`src/rtl/id_scoreboard.sv`:
```
// Decode-stage hazard tracker: shadows DEPTH in-flight writers, picks forwarding stage per source, raises load-use stall.
// stall_req is combinational from ID inputs and tracker state; forwarding selects land one cycle later with the instruction in EX; pipe_freeze holds all state.
module id_scoreboard #(
  parameter int REGID_W    = 5,
  parameter int DEPTH      = 3,
  parameter int LOAD_READY = DEPTH,
  parameter int FWD_W      = $clog2(DEPTH),
  parameter int CNT_W      = $clog2(DEPTH + 1)
) (
  input  logic               clk,
  input  logic               rst_n,
  input  logic               id_valid,
  input  logic               id_rs1_read,
  input  logic               id_rs2_read,
  input  logic [REGID_W-1:0] id_rs1_regid,
  input  logic [REGID_W-1:0] id_rs2_regid,
  input  logic               id_reg_write,
  input  logic [REGID_W-1:0] id_reg_regid,
  input  logic               id_mem_read,
  input  logic               id_flush,
  input  logic [DEPTH-1:0]   kill_mask,
  input  logic               pipe_freeze,
  output logic               stall_req,
  output logic [FWD_W-1:0]   ex_fwd_sel_rs1,
  output logic [FWD_W-1:0]   ex_fwd_sel_rs2,
  output logic [CNT_W-1:0]   pending_load_cnt
);

  typedef struct packed {
    logic               vld;
    logic               ld;
    logic [REGID_W-1:0] regid;
  } entry_t;

  entry_t           ent_q [DEPTH];
  entry_t           ent_d [DEPTH];
  logic [FWD_W-1:0] sel_q [2];
  logic [FWD_W-1:0] sel_d [2];

  logic [1:0]         src_rd;
  logic [REGID_W-1:0] src_id [2];
  logic [FWD_W-1:0]   code [2];
  logic [1:0]         haz;
  logic               issue;
  logic               alloc;
  logic [CNT_W-1:0]   load_cnt;

  assign src_rd    = {id_rs2_read, id_rs1_read};
  assign src_id[0] = id_rs1_regid;
  assign src_id[1] = id_rs2_regid;

  // Scan oldest to youngest so the youngest match overwrites; code is the producer's stage once the consumer reaches EX.
  always_comb begin
    code[0] = '0;
    code[1] = '0;
    haz     = '0;
    for (int s = 0; s < 2; s++) begin
      for (int k = DEPTH - 1; k >= 0; k--) begin
        if (ent_q[k].vld && src_rd[s] && (src_id[s] != '0) && (src_id[s] == ent_q[k].regid)) begin
          code[s] = (k + 1 < DEPTH) ? FWD_W'(k + 1) : '0;
          haz[s]  = ent_q[k].ld && (k + 1 < LOAD_READY);
        end
      end
    end
  end

  assign stall_req = id_valid & ~id_flush & (|haz);
  assign issue     = id_valid & ~id_flush & ~stall_req;
  assign alloc     = issue & id_reg_write & (id_reg_regid != '0);

  always_comb begin
    for (int k = 0; k < DEPTH; k++) begin
      ent_d[k]     = ent_q[k];
      ent_d[k].vld = ent_q[k].vld & ~kill_mask[k];
    end
    sel_d[0] = sel_q[0];
    sel_d[1] = sel_q[1];
    if (!pipe_freeze) begin
      for (int k = DEPTH - 1; k >= 1; k--) begin
        ent_d[k]     = ent_q[k-1];
        ent_d[k].vld = ent_q[k-1].vld & ~kill_mask[k-1];
      end
      ent_d[0].vld   = alloc;
      ent_d[0].ld    = id_mem_read;
      ent_d[0].regid = id_reg_regid;
      sel_d[0]       = issue ? code[0] : '0;
      sel_d[1]       = issue ? code[1] : '0;
    end
  end

  always_ff @(posedge clk) begin
    if (!rst_n) begin
      for (int k = 0; k < DEPTH; k++) begin
        ent_q[k] <= '0;
      end
      sel_q[0] <= '0;
      sel_q[1] <= '0;
    end else begin
      for (int k = 0; k < DEPTH; k++) begin
        ent_q[k] <= ent_d[k];
      end
      sel_q[0] <= sel_d[0];
      sel_q[1] <= sel_d[1];
    end
  end

  always_comb begin
    load_cnt = '0;
    for (int k = 0; k < DEPTH; k++) begin
      load_cnt = load_cnt + CNT_W'(ent_q[k].vld & ent_q[k].ld);
    end
  end

  assign ex_fwd_sel_rs1   = sel_q[0];
  assign ex_fwd_sel_rs2   = sel_q[1];
  assign pending_load_cnt = load_cnt;

endmodule

```
`config.mk`:
```
export PLATFORM = sky130hd
export DESIGN_NAME = id_scoreboard
export DESIGN_NICKNAME = d
export VERILOG_FILES = /design/src/rtl/id_scoreboard.sv
export SDC_FILE = /design/constraint.sdc
export NUM_CORES = 1
export LEC_CHECK = 0
export CORE_ASPECT_RATIO = 0.8
export CORE_UTILIZATION = 35
export CTS_CLUSTER_DIAMETER = 80
export DETAILED_ROUTE_END_ITERATION = 16
export GPL_TIMING_DRIVEN = 0
export SLEW_MARGIN = 5
export SYNTH_ARGS = -nofsm -noshare
export SYNTH_HDL_FRONTEND = slang
export SYNTH_SLANG_ARGS = --single-unit
```
`constraint.sdc`:
```
create_clock -name clk -period 2 [get_ports clk]
set_input_delay 0.4 -clock clk [delete_from_list [all_inputs] [get_ports clk]]
set_output_delay 0.4 -clock clk [all_outputs]
set_load 0.05 [all_outputs]
```
* Yosys cells after proc, flatten, opt, wreduce, memory -nomap -nowiden
Memories as Yosys holds them, arrays and structs flattened. Index checks and enable logic that the tools add are counted.
Storage, ports and cells: register bits 0, output and inout port bits 7, RAM bits 25, input bits 27, memories kept 2, word-level logic and storage cells 64
Memory list:
- ent_q | words 3, width 7, read ports 3, clocked after Yosys merged registers in 0, wr ports 3, RTL line 35 | entry_t ent_q [DEPTH];
- sel_q | words 2, width 2, read ports 2, clocked after Yosys merged registers in 0, wr ports 2, RTL line 37 | logic [FWD_W-1:0] sel_q [2];
Cells by class: muxes and demuxes 19, reduce and logical (&&, ||, !) cells 16, add/subtract/negate cells 2, bitwise operators 21, equality and inequality tests 4
Operators with widths (number):
- $mux W21 | 1
- $mux W7 | 3
- $eq A5 B5 Y1 | 4
- $mux W2 | 8
- $reduce_bool A5 Y1 | 3
- $logic_and A1 B1 Y1 | 12
- $and A1 B1 Y1 | 11
- $mux W1 | 6
- $not A1 Y1 | 5
- $or A1 B1 Y1 | 5
- $mux W4 | 1
- $add A1 B1 Y2 | 1
- $add A2 B1 Y2 | 1
- $reduce_or A2 Y1 | 1

* Logic depth before layout (Yosys ltp)
Gate-level depths: netlist of run 1.
depth after elaboration 13, mapped depth 6, gate-level depth less buffers 6

* Worst setup path before layout of run 1
Ideal clock, no wire load.
kind input port to output port, start input id_rs2_regid[0], end output stall_req, data required time 1.600 ns, stages 6, data arrival time 2.275 ns, path buffers 0, path slack -0.675 ns, cells stage by stage or4_1 -> o21ai_2 -> nor3_2 -> nor3_2 -> o21ai_1 -> a21oi_1
On the way: word-level cells in the longest chain between the ends 7, elaborated cells on any way between the ends 11, those cells by class eq/ne: 2; mux: 2; bitwise: 1; reduce/logical: 6
RTL lines:
- start, declared | RTL line 16 | input logic [REGID_W-1:0] id_rs2_regid,
- $reduce_bool A5 Y1 | RTL line 59 | if (ent_q[k].vld && src_rd[s] && (src_id[s] != '0) && (src_id[s] == ent_q[k].regid)) begin
- $logic_and A1 B1 Y1 (2 in a row) | RTL line 59
- $mux W1 | RTL line 59
- $mux W1 * | RTL line 59
- $reduce_or A2 Y1 * | RTL line 67 | assign stall_req = id_valid & ~id_flush & (|haz);
- $and A1 B1 Y1 * | RTL line 67
- end, declared | RTL line 23 | output logic stall_req,
Mark *: on every way between the ends. The rest lies on a longest branch, timed or not.

* Worst setup path in the final report of run 1
start input id_rs2_regid[1], end output stall_req
Same word-level chain as after synthesis.

==> results of run 1 <==
==> layer usage <==
layer | up-vias | global-route usage (%) | part of all wire [%]
met3 | 2 | 4.957 | 4.1
met1 | 491 | 23.58 | 48
met2 | 26 | 29.76 | 47
met5 | - | 0 | 0
li1 | 499 | - | -
met4 | 0 | 4.255 | 0.41
==> worst max-delay path: stages <==
cell and delay, ns:
sky130_fd_sc_hd__buf_8 0.09, sky130_fd_sc_hd__or4_4 0.54, sky130_fd_sc_hd__o21ai_4 0.20, sky130_fd_sc_hd__nor3_4 0.07
sky130_fd_sc_hd__nor3_4 0.26, sky130_fd_sc_hd__o21ai_4 0.10, sky130_fd_sc_hd__a21oi_4 0.14, sky130_fd_sc_hd__buf_6 0.17
==> final timing paths <==
| path | from | cells after the start | to | slack (ns) |
|---|---|---|---|---|
| worst min register to register | sel_q[0][2] | 1 | sel_q[0][2] | 0.47 |
| worst max-delay path | id_rs2_regid[1] | 8 | stall_req | -0.36 |
| worst min-delay path | sel_q[0][2] | 1 | sel_q[0][2] | 0.47 |
| worst max register to register | ent_q[0][9] | 7 | sel_q[0][2] | 0.22 |
==> placed cells by master (no fill, tap or decap) <==
cell type	synthesis	routed
sky130_fd_sc_hd__nand2_1	6	6
sky130_fd_sc_hd__nor3_4	0	4
sky130_fd_sc_hd__or4_4	1	2
sky130_fd_sc_hd__fa_1	1	1
sky130_fd_sc_hd__nor3b_1	1	1
sky130_fd_sc_hd__nand3_1	2	2
sky130_fd_sc_hd__clkbuf_8	0	3
sky130_fd_sc_hd__bufinv_16	0	1
sky130_fd_sc_hd__or4_1	2	1
sky130_fd_sc_hd__buf_1	1	1
sky130_fd_sc_hd__clkbuf_1	1	1
sky130_fd_sc_hd__a32o_1	2	2
sky130_fd_sc_hd__xnor2_1	12	12
sky130_fd_sc_hd__a21oi_4	0	1
sky130_fd_sc_hd__o2bb2ai_1	3	3
sky130_fd_sc_hd__clkdlybuf4s50_1	0	20
sky130_fd_sc_hd__nor2b_1	14	14
sky130_fd_sc_hd__nand4_1	2	2
sky130_fd_sc_hd__and2_1	6	6
sky130_fd_sc_hd__xor2_1	8	8
sky130_fd_sc_hd__dlygate4sd2_1	0	2
sky130_fd_sc_hd__o2111a_1	1	1
sky130_fd_sc_hd__o32ai_1	1	1
sky130_fd_sc_hd__o21ai_4	1	4
sky130_fd_sc_hd__inv_1	3	3
sky130_fd_sc_hd__buf_8	0	2
sky130_fd_sc_hd__buf_6	0	4
sky130_fd_sc_hd__nand3b_1	2	2
sky130_fd_sc_hd__dfxtp_1	20	20
sky130_fd_sc_hd__nand2b_1	2	2
sky130_fd_sc_hd__o21ai_0	1	1
sky130_fd_sc_hd__mux2i_1	13	13
sky130_fd_sc_hd__buf_2	1	6
sky130_fd_sc_hd__nor4_2	0	2
sky130_fd_sc_hd__buf_4	0	9
==> flip-flops by register name, indices dropped and copies added (netlist names) <==
| signal | count |
|---|---|
| ent_q | 16 |
| sel_q | 4 |
==> what timing repair did <==
action,CTS,global route
setup endpoints to repair,8,3
endpoints found under the hold margin,0,0
gates resized for setup,63,11
hold buffers,0,0
buffers inserted,7,2
pin swaps,12,8
==> metrics by stage <==
stage	util (%)	worst slack, ns	cell area, um^2	hold WS (ns)	cells
after global routing	55.80	-0.4172	1734	0.4958	203
after detailed placement	49.68	-1.399	1544	0.4583	190
after global placement	49.68	-1.405	1544	0.4541	190
after floorplan	-	-0.1807	1164	0.4777	117
after CTS	54.11	-0.3661	1682	0.4750	201
final	55.80	-0.3570	1734	0.4744	203
==> power breakdown <==
part | internal (mW) | total, mW | switching [mW]
combinational | 0.0968 | 0.165 | 0.0678
clock | 0.267 | 0.404 | 0.136
sequential | 0.410 | 0.429 | 0.0192
total | 0.774 | 0.998 | 0.223
==> cell type report <==
cell class,instances,area (um^2)
multi-input combinational,91,803.3
timing repair buffer,42,385.4
clock inverter,1,30.03
inverter,3,11.26
sequential,20,400.4
fill,293,1374
tap,40,50.05
buffer,3,12.51
clock buffer,3,41.29
==> kinds of logic after synthesis <==
kind of cell / Yosys count / share of synthesized area [%]
multiplexers: 13 / 11.37
buffers and inverters: 6 / 2.075
flip-flops: 20 / 34.97
adder cells (fa/ha/maj): 1 / 1.749
AO/OA/AOI/OAI: 13 / 9.727
AND/OR/NAND/NOR: 44 / 24.81
XOR/XNOR: 20 / 15.30
==> flow_summary_export.csv, run 1 <==
group,metric,value,unit
floorplan,boundaryPins,34,
place,io_buffer_count,33,
yosys,synth_edf_count,0,
yosys,synth.distinct_cells,30,
yosys,syn_nets,145,
routing,drt_pre_antenna_iters,4,
sta,worst_setup_margin,-0.3570,ns
global_routing,total_track_usage,18.13,%
cts,tritoncts_clock_tree,"yes",
floorplan,start_util,36.84,%
yosys,synth.area.top_cells,"sky130_fd_sc_hd__dfxtp_1 35%, sky130_fd_sc_hd__mux2i_1 11%, sky130_fd_sc_hd__xnor2_1 9.2%",
finish,drive_gt1_share,23.31,%
routing,wirelength,2951,um
routing,via_density,5.015,
yosys,post_synthesis_cell_count,117,
floorplan,die_height,53.16,um
routing,via_count,1018,
finish,synth_to_layout_area_growth,51.48,%
sta,fmax,0.4243,GHz
power,p_leak,0.6549,nW
routing,drc,0,
outcome,result_of_the_run,"finished, violations left",
sta,timing_hold_violations_final,0,
sta,finalCritPeriodShare,117.8,%
yosys,synth_sequential_area_ratio,34.97,%
cts,number_of_h_tree_branching_levels,1,
cts,ctsLongestPathBuffers,2,
routing,avgRoutedWirePerCell,14.54,um
sta,measured_slew_at_the_worst_slew_check_pin,0.5563,ns
power,total_power,0.9975,mW
power,ir_drop,0.4185,mV
global_routing,maximum_number_of_pins_on_one_net_before_global_route_repair,13,
cts,cts-buffers-inserted,3,
yosys,synth.ff_latch_count,20,
floorplan,design.core.area,3108,um^2
global_routing,first_global_vias,911,
worst_setup_path,critical_path.max_fanout,3,
cts,ctsRootBufferMaster,"sky130_fd_sc_hd__clkbuf_8",
yosys,yosys.area.top_type_share,34.97,%
worst_setup_path,timing.critical_path.required,1.60,ns
yosys,synth_area_leader_cell,"sky130_fd_sc_hd__dfxtp_1",
sta,finalWorstPathRequiredPeriod,2.357,ns
sta,rsz_0062_raised_after_global_routing,"yes",
routing,drt.antenna.violating_nets,0,
worst_hold_path,min_path_type,"register to register",
worst_setup_path,worstPathArrival,1.96,ns
cts,cts.sinks,20,
routing,detailedRoute.firstIterationViolations,49,
global_routing,grt_overflow_total,0,
worst_setup_path,worstSetupPathType,"input port to output pin",
sta,max_slew_violation_count,0,
floorplan,fp-row-count,18,
cts,clkTransAtPathRegs,0.07,ns
finish,n_antenna_cell,0,
yosys,syn-mean-instance-area,9.785,um^2
sta,setup-tns-final,-0.3570,ns
run,maxCapViolCount,0,
global_routing,antenna_found_initial,0,
yosys,synth.cell_area,1145,um^2
place,post-dp-hpwl,2176,um
yosys,synth_most_common_cell,"sky130_fd_sc_hd__dfxtp_1",
yosys,synth.top_cells.by_count,"20 x sky130_fd_sc_hd__dfxtp_1, 14 x sky130_fd_sc_hd__nor2b_1, 13 x sky130_fd_sc_hd__mux2i_1, 12 x sky130_fd_sc_hd__xnor2_1, 8 x sky130_fd_sc_hd__xor2_1",
floorplan,dieWidth,65.95,um
cts,worst_skew_pair.late_latency,0.26,ns
floorplan,die-area,3505,um^2
sta,timing.slew.headroom,62.91,%
sta,setup_viol_count_final,1,
global_routing,grt_first_pass_wirelength,4540,um
sta,final.setup_skew,0.007496,ns
place,routabilityCongestion,0.7635,
finish,num-nets-final,192,
outcome,failed_checks,"setup timing",
worst_setup_path,worst_setup_path_start_kind,"input port",
yosys,synthFlopType,"sky130_fd_sc_hd__dfxtp_1",
worst_setup_path,sort_of_element_at_the_end_of_the_critical_path,"output pin",
power,power_density,575.2,nW/um^2
yosys,synthesis.yosys.warnings,0,
yosys,async_reset_ff_share,0,%
No activity file was read; power rests on OpenSTA's default activity.
==> run 2, diff against run 1 <==
Settings changed: ABC_AREA from default to 1, CTS_BUF_LIST from default to sky130_fd_sc_hd__clkbuf_4 sky130_fd_sc_hd__clkbuf_8 sky130_fd_sc_hd__clkbuf_16.
==> flow_summary_export.csv, run 2 <==
group,metric,value,unit
finish,drive_gt1_share,23.53,%
sta,timing_hold_violations_final,0,
yosys,post_synth_and_or_nand_nor_area_fraction,41.17,%
yosys,synth.top_cells.by_count,"67 x sky130_fd_sc_hd__nand2_1, 28 x sky130_fd_sc_hd__inv_1, 22 x sky130_fd_sc_hd__nor2_1, 20 x sky130_fd_sc_hd__a21oi_1, 20 x sky130_fd_sc_hd__dfxtp_1",
cts,cts.sinks,20,
worst_setup_path,crit_path_max_incr_delay,0.21,ns
power,p_sw_share,27.94,%
yosys,synth.ff_latch_count,20,
power,share_clk_of_total_power,33.5,%
finish,finish.instance_area,1757,um^2
finish,mostFrequentLayoutCell,"sky130_fd_sc_hd__nand2_1",
outcome,result_of_the_run,"finished, violations left",
worst_setup_path,worstSetupPathType,"input port to output pin",
yosys,synthXorXnorAreaFrac,0.6829,%
power,power.combinational.fraction,19.9,%
global_routing,grt_first_pass_wirelength,5437,um
finish,register_containing_the_most_flip_flops_in_the_final_layout,"ent_q",
cts,worst_skew_pair.late_latency,0.26,ns
worst_hold_path,min_path_type,"register to register",
finish,top_regs,"ent_q x16, sel_q x4",
worst_setup_path,worstPathArrival,1.60,ns
cts,clkTransAtPathRegs,0.07,ns
floorplan,boundaryPins,34,
power,seq_power_share,46.6,%
power,power_density,531.7,nW/um^2
routing,route.layer.met1.wl,1774,um
worst_setup_path,timing.critical_path.required,1.60,ns
worst_setup_path,timing.reg2reg.setup_slack,0.62,ns
yosys,synth_area_leader_cell,"sky130_fd_sc_hd__dfxtp_1",
routing,wl_met3,228,um
sta,finalCritPeriodShare,100.0,%
worst_setup_path,worst_setup_path_start_kind,"input port",
cts,tritoncts_clock_tree,"yes",
global_routing,antenna_found_initial,0,
sta,worst_hold_slack,0.4690,ns
outcome,failed_checks,"setup timing",
sta,rsz_0062_raised_after_global_routing,"yes",
cts,number_of_h_tree_branching_levels,1,
worst_setup_path,path_delay_family,"simple AND/OR/NAND/NOR gates",
routing,drc,0,
finish,utilization,50.61,%
power,ir_drop,0.3727,mV
routing,detailedRoute.firstIterationViolations,56,
sta,setup-tns-final,-0.0003657,ns
run,maxCapViolCount,0,
floorplan,design.core.area,3471,um^2
yosys,synthesis.yosys.warnings,0,
yosys,synthFlopType,"sky130_fd_sc_hd__dfxtp_1",
routing,avgRoutedWirePerCell,11.13,um
sta,finalWorstPathRequiredPeriod,2.000,ns
floorplan,die-area,3912,um^2
yosys,post_synthesis_cell_count,214,
yosys,synth_edf_count,0,
global_routing,grt_overflow_total,0,
place,placed_area,1659,um^2
routing,drt.antenna.violating_nets,0,
yosys,synth.area.top_cells,"sky130_fd_sc_hd__dfxtp_1 31%, sky130_fd_sc_hd__nand2_1 20%, sky130_fd_sc_hd__inv_1 8.2%",
global_routing,total_track_usage,17.85,%
yosys,adder_cell_fraction_of_synth_area,1.561,%
cts,ctsLongestPathBuffers,2,
place,io_buffer_count,32,
place,post-dp-hpwl,2573,um
yosys,syn_nets,242,
yosys,synth_sequential_area_ratio,31.22,%
sta,final.setup_skew,0.0009316,ns
floorplan,dieWidth,69.68,um
cts,cts_hold_buf,0,
place,routabilityCongestion,0.8139,
power,total_power,0.9340,mW
sta,fmax,0.4999,GHz
cts,ctsRootBufferMaster,"sky130_fd_sc_hd__clkbuf_8",
yosys,syn-mean-instance-area,5.993,um^2
routing,top_signal_layer_used,"met4",
routing,wirelength,3307,um
floorplan,start_util,36.95,%
finish,num-nets-final,284,
yosys,synth.cell_area,1282,um^2
worst_setup_path,cp_num_buf_inv,3,
yosys,async_reset_ff_share,0,%
sta,timing.slew.headroom,65.80,%
yosys,synth.distinct_cells,23,
worst_setup_path,cpMaxStageDelayCell,"sky130_fd_sc_hd__clkdlybuf4s15_2",
routing,via_count,1392,
power,p_switching,0.2609,mW
finish,n_antenna_cell,0,
worst_setup_path,sort_of_element_at_the_end_of_the_critical_path,"output pin",
sta,worst_setup_margin,-0.0003657,ns
yosys,yosys.area.top_type_share,31.22,%
floorplan,fp-row-count,19,
finish,most-common-layout-cells,"66 x sky130_fd_sc_hd__nand2_1, 23 x sky130_fd_sc_hd__inv_1, 20 x sky130_fd_sc_hd__nor2_1",
routing,met2_length,1285,um
sta,setup_viol_count_final,1,
power,cell_internal_pwr,0.6730,mW
floorplan,die_height,56.14,um
routing,drt_pre_antenna_iters,4,
power,p_leak,0.8314,nW
finish,number_of_flip_flops_in_the_largest_register,16,
yosys,synth_most_common_cell,"sky130_fd_sc_hd__nand2_1",
yosys,fraction_of_the_mapped_netlist_area_in_compound_gates,14.15,%
global_routing,first_global_vias,1196,
worst_setup_path,cp_cell_sequence,"clkdlybuf4s15_2 -> inv_1 -> nand2_1 -> nand2_1 -> nor2_1 -> nand2_1 -> nor2_2 -> nand2_2 -> nand2_2 -> nand2_4 -> a21boi_2 -> buf_6",
yosys,synth.mux.area_fraction,0,%
worst_setup_path,critical_path.max_fanout,5,
global_routing,maximum_number_of_pins_on_one_net_before_global_route_repair,12,
finish,synth_to_layout_area_growth,36.98,%
sta,measured_slew_at_the_worst_slew_check_pin,0.5131,ns
yosys,main_combinational_cell_family_by_area_after_synthesis,"simple AND/OR/NAND/NOR gates",
sta,max_slew_violation_count,0,
routing,via_density,4.687,
cts,cts-buffers-inserted,3,
worst_setup_path,critical_path.most_common_cell,"sky130_fd_sc_hd__nand2_1",
[run 2: changes by cell type after synthesis, moves of 7 or more]
cell,delta
sky130_fd_sc_hd__a21oi_1,+19
sky130_fd_sc_hd__inv_1,+25
sky130_fd_sc_hd__nor2_1,+22
sky130_fd_sc_hd__mux2i_1,-13
sky130_fd_sc_hd__xnor2_1,-11
sky130_fd_sc_hd__nand2_1,+61
sky130_fd_sc_hd__nand3_1,+7
sky130_fd_sc_hd__xor2_1,-8
sky130_fd_sc_hd__o21ai_1,+11
sky130_fd_sc_hd__nor2b_1,-14
[run 2: path summary, 6_finish.rpt]
check / startpoint / end / cells after the start
worst max-delay path: id_rs2_regid[4] / stall_req / 12
worst min-delay path: sel_q[0][1] / sel_q[0][1] / 2
worst max register to register: ent_q[0][0] / sel_q[0][3] / 11
worst min register to register: sel_q[0][1] / sel_q[0][1] / 2
[run 2: cell families after synthesis]
family | Yosys count
DFF | 20
and+or+nand+nor | 119
xor gates and xnor gates | 1
buffers and inverters | 38
AOI/OAI and AO/OA | 35
adders and majority gates | 1
[run 2: final cells by class]
type,instances,area [um^2]
Multi-Input combinational cell,156,753.2
Fill cell,399,1714
Tap cell,42,52.55
Buffer,5,20.02
Clock buffer,4,55.05
Timing Repair Buffer,37,332.8
Inverter,33,123.9
Sequential cell,20,419.2
[run 2: routing by layer]
metal,vias up,global-route usage [%]
met2,39,26.49
met5,-,0
met4,0,4.286
met3,2,4.710
met1,598,25.70
li1,753,-
[run 2: worst register-to-register path: cells and delay by family (launching register included)]
family                 cells  cell delay [ns]
buffers and inverters      2             0.19
flip-flops                 1             0.35
AO/OA/AOI/OAI              1             0.12
AND/OR/NAND/NOR            8             0.66
[run 2: timing repair]
action,CTS,global route
setup endpoints to repair,3,2
setup buffers,0,5
pin swaps,4,11
gates resized for setup,51,18
[run 2: through the flow]
| step | instances | worst slack [ns] |
|---|---|---|
| 4_1_cts | 292 | -0.03294 |
| 3_5_place_dp | 288 | -0.9893 |
| 2_1_floorplan | 214 | 0.1515 |
| 6_report | 297 | -0.0003657 |
| 5_1_grt | 297 | -0.07976 |
| 3_3_place_gp | 288 | -1.018 |
[run 2: power groups by stage]
| stage | Clock (mW) | Sequential (mW) | Combinational, mW |
|---|---|---|---|
| floorplan | 0 | 0.439 | 0.102 |
| global placement | 0 | 0.443 | 0.187 |
| detailed placement | 0 | 0.443 | 0.187 |
| CTS | 0.322 | 0.435 | 0.183 |
| global route | 0.343 | 0.438 | 0.208 |
| finish | 0.313 | 0.435 | 0.186 |
==> run 3, diff against run 2 <==
Settings changed: CORE_UTILIZATION 35 to 43, PLACE_DENSITY from default to 0.75.
==> flow_summary_export.csv, run 3 (synthesis results as in run 2) <==
group,metric,value,unit
global_routing,antenna_found_initial,0,
sta,measured_slew_at_the_worst_slew_check_pin,0.4942,ns
place,post-dp-hpwl,2466,um
sta,max_slew_violation_count,0,
place,placed_cells,284,
floorplan,die-area,3206,um^2
finish,top_regs,"ent_q x16, sel_q x4",
outcome,result_of_the_run,"finished, violations left",
cts,cts_hold_buf,0,
sta,timing.slew.headroom,66.95,%
power,power.combinational.fraction,21.0,%
worst_setup_path,worstPathArrival,1.61,ns
power,share_clk_of_total_power,29.6,%
global_routing,grt_overflow_total,0,
power,cell_internal_pwr,0.6324,mW
routing,detailedRoute.firstIterationViolations,94,
routing,drt_pre_antenna_iters,5,
sta,setup_viol_count_final,1,
worst_setup_path,critical_path.max_fanout,3,
finish,n_antenna_cell,0,
cts,worst_skew_pair.late_latency,0.26,ns
floorplan,boundaryPins,34,
floorplan,design.core.area,2786,um^2
routing,via_density,4.834,
place,io_buffer_count,32,
finish,register_containing_the_most_flip_flops_in_the_final_layout,"ent_q",
floorplan,die_height,50.85,um
worst_hold_path,min_path_type,"register to register",
routing,wirelength,3330,um
finish,drive_gt1_share,24.12,%
finish,most-common-layout-cells,"64 x sky130_fd_sc_hd__nand2_1, 25 x sky130_fd_sc_hd__inv_1, 20 x sky130_fd_sc_hd__nor2_1",
finish,instances_no_fill,295,
cts,ctsLongestPathBuffers,2,
worst_setup_path,timing.reg2reg.setup_slack,0.49,ns
finish,synth_to_layout_area_growth,36.49,%
worst_setup_path,sort_of_element_at_the_end_of_the_critical_path,"output pin",
sta,finalWorstPathRequiredPeriod,2.014,ns
place,placed_area,1654,um^2
routing,drt.antenna.violating_nets,0,
floorplan,fp-row-count,17,
routing,drc,0,
place,dp_slack,-0.9837,ns
finish,utilization,62.82,%
sta,fmax,0.4965,GHz
global_routing,grt_first_pass_wirelength,5375,um
sta,finalCritPeriodShare,100.7,%
sta,rsz_0062_raised_after_global_routing,"yes",
worst_setup_path,timing.critical_path.required,1.60,ns
global_routing,maximum_number_of_pins_on_one_net_before_global_route_repair,11,
place,routabilityCongestion,0.8526,
cts,cts-buffers-inserted,3,
power,seq_power_share,49.4,%
cts,tritoncts_clock_tree,"yes",
cts,number_of_h_tree_branching_levels,1,
power,p_sw_share,28.52,%
sta,worst_setup_margin,-0.01429,ns
power,power_density,505.4,nW/um^2
global_routing,first_global_vias,1192,
worst_setup_path,worstSetupPathType,"input port to output pin",
finish,mostFrequentLayoutCell,"sky130_fd_sc_hd__nand2_1",
sta,worst_hold_slack,0.4678,ns
outcome,failed_checks,"setup timing",
run,maxCapViolCount,0,
power,p_leak,0.8547,nW
power,ir_drop,0.2883,mV
finish,finish.instance_area,1750,um^2
routing,avgRoutedWirePerCell,11.29,um
global_routing,total_track_usage,21.41,%
sta,final.setup_skew,0.003055,ns
cts,clkTransAtPathRegs,0.07,ns
power,p_switching,0.2523,mW
finish,number_of_flip_flops_in_the_largest_register,16,
floorplan,dieWidth,63.06,um
cts,ctsRootBufferMaster,"sky130_fd_sc_hd__clkbuf_8",
floorplan,start_util,46.03,%
finish,fill_cell_count,266,
finish,num-nets-final,287,
worst_setup_path,worst_setup_path_start_kind,"input port",
cts,cts.sinks,20,
routing,via_count,1426,
sta,timing_hold_violations_final,0,
==> run 3: metrics by stage <==
stage / TNS (ns) / power [mW]
finish: -0.01429 / 0.8847
global route: -0.1223 / 0.9329
CTS: -0.2236 / 0.8815
detailed placement: -1.160 / 0.6283
global placement: -1.141 / 0.6265
floorplan: 0 / 0.5410
==> run 3: worst paths after layout <==
kind / startpoint / to / depth (start not counted)
worst max-delay path: id_rs1_regid[4] / stall_req / 11
worst min-delay path: sel_q[0][3] / sel_q[0][3] / 2
worst max register to register: ent_q[0][0] / sel_q[0][0] / 11
worst min register to register: sel_q[0][3] / sel_q[0][3] / 2
==> run 3: critical path, stage by stage <==
cell and delay [ns]:
sky130_fd_sc_hd__dlygate4sd2_1 0.27, sky130_fd_sc_hd__inv_2 0.08, sky130_fd_sc_hd__nand2_1 0.05, sky130_fd_sc_hd__nand2_1 0.07
sky130_fd_sc_hd__nand3_1 0.10, sky130_fd_sc_hd__nor2_2 0.13, sky130_fd_sc_hd__nand2_2 0.07, sky130_fd_sc_hd__nand2_2 0.08
sky130_fd_sc_hd__nand2_4 0.05, sky130_fd_sc_hd__a21boi_2 0.14, sky130_fd_sc_hd__buf_6 0.17
==> run 3: cell type report <==
type,instances,area (um^2),share of cell area [%]
multi-input cells,156,767.0,43.82
inverters,33,123.9,7.076
repair buffers,40,334.1,19.09
well taps,38,47.55,2.716
plain buffers,5,20.02,1.144
flip-flops and latches,20,416.7,23.80
clock buffers,3,41.29,2.359
==> run 3: power groups by stage <==
stage / combinational (mW) / sequential (mW) / clock [mW]
after detailed placement: 0.185 / 0.443 / 0
after CTS: 0.179 / 0.434 / 0.269
final: 0.186 / 0.437 / 0.262
after global placement: 0.184 / 0.443 / 0
after global routing: 0.210 / 0.439 / 0.285
after floorplan: 0.102 / 0.439 / 0
==> run 3: what timing repair did <==
action                     CTS  global route
setup buffers                2             6
pin swaps                    8            11
setup endpoints to repair    3             3
resized for setup           26            42
==> run 3: layer usage <==
layer | GRT usage [%] | part of all wire, % | up-vias
li1 | - | - | 756
met4 | 3.488 | 0.42 | 0
met1 | 31.78 | 51 | 626
met5 | 0 | 0 | -
met3 | 4.911 | 7.0 | 2
met2 | 31.54 | 42 | 42
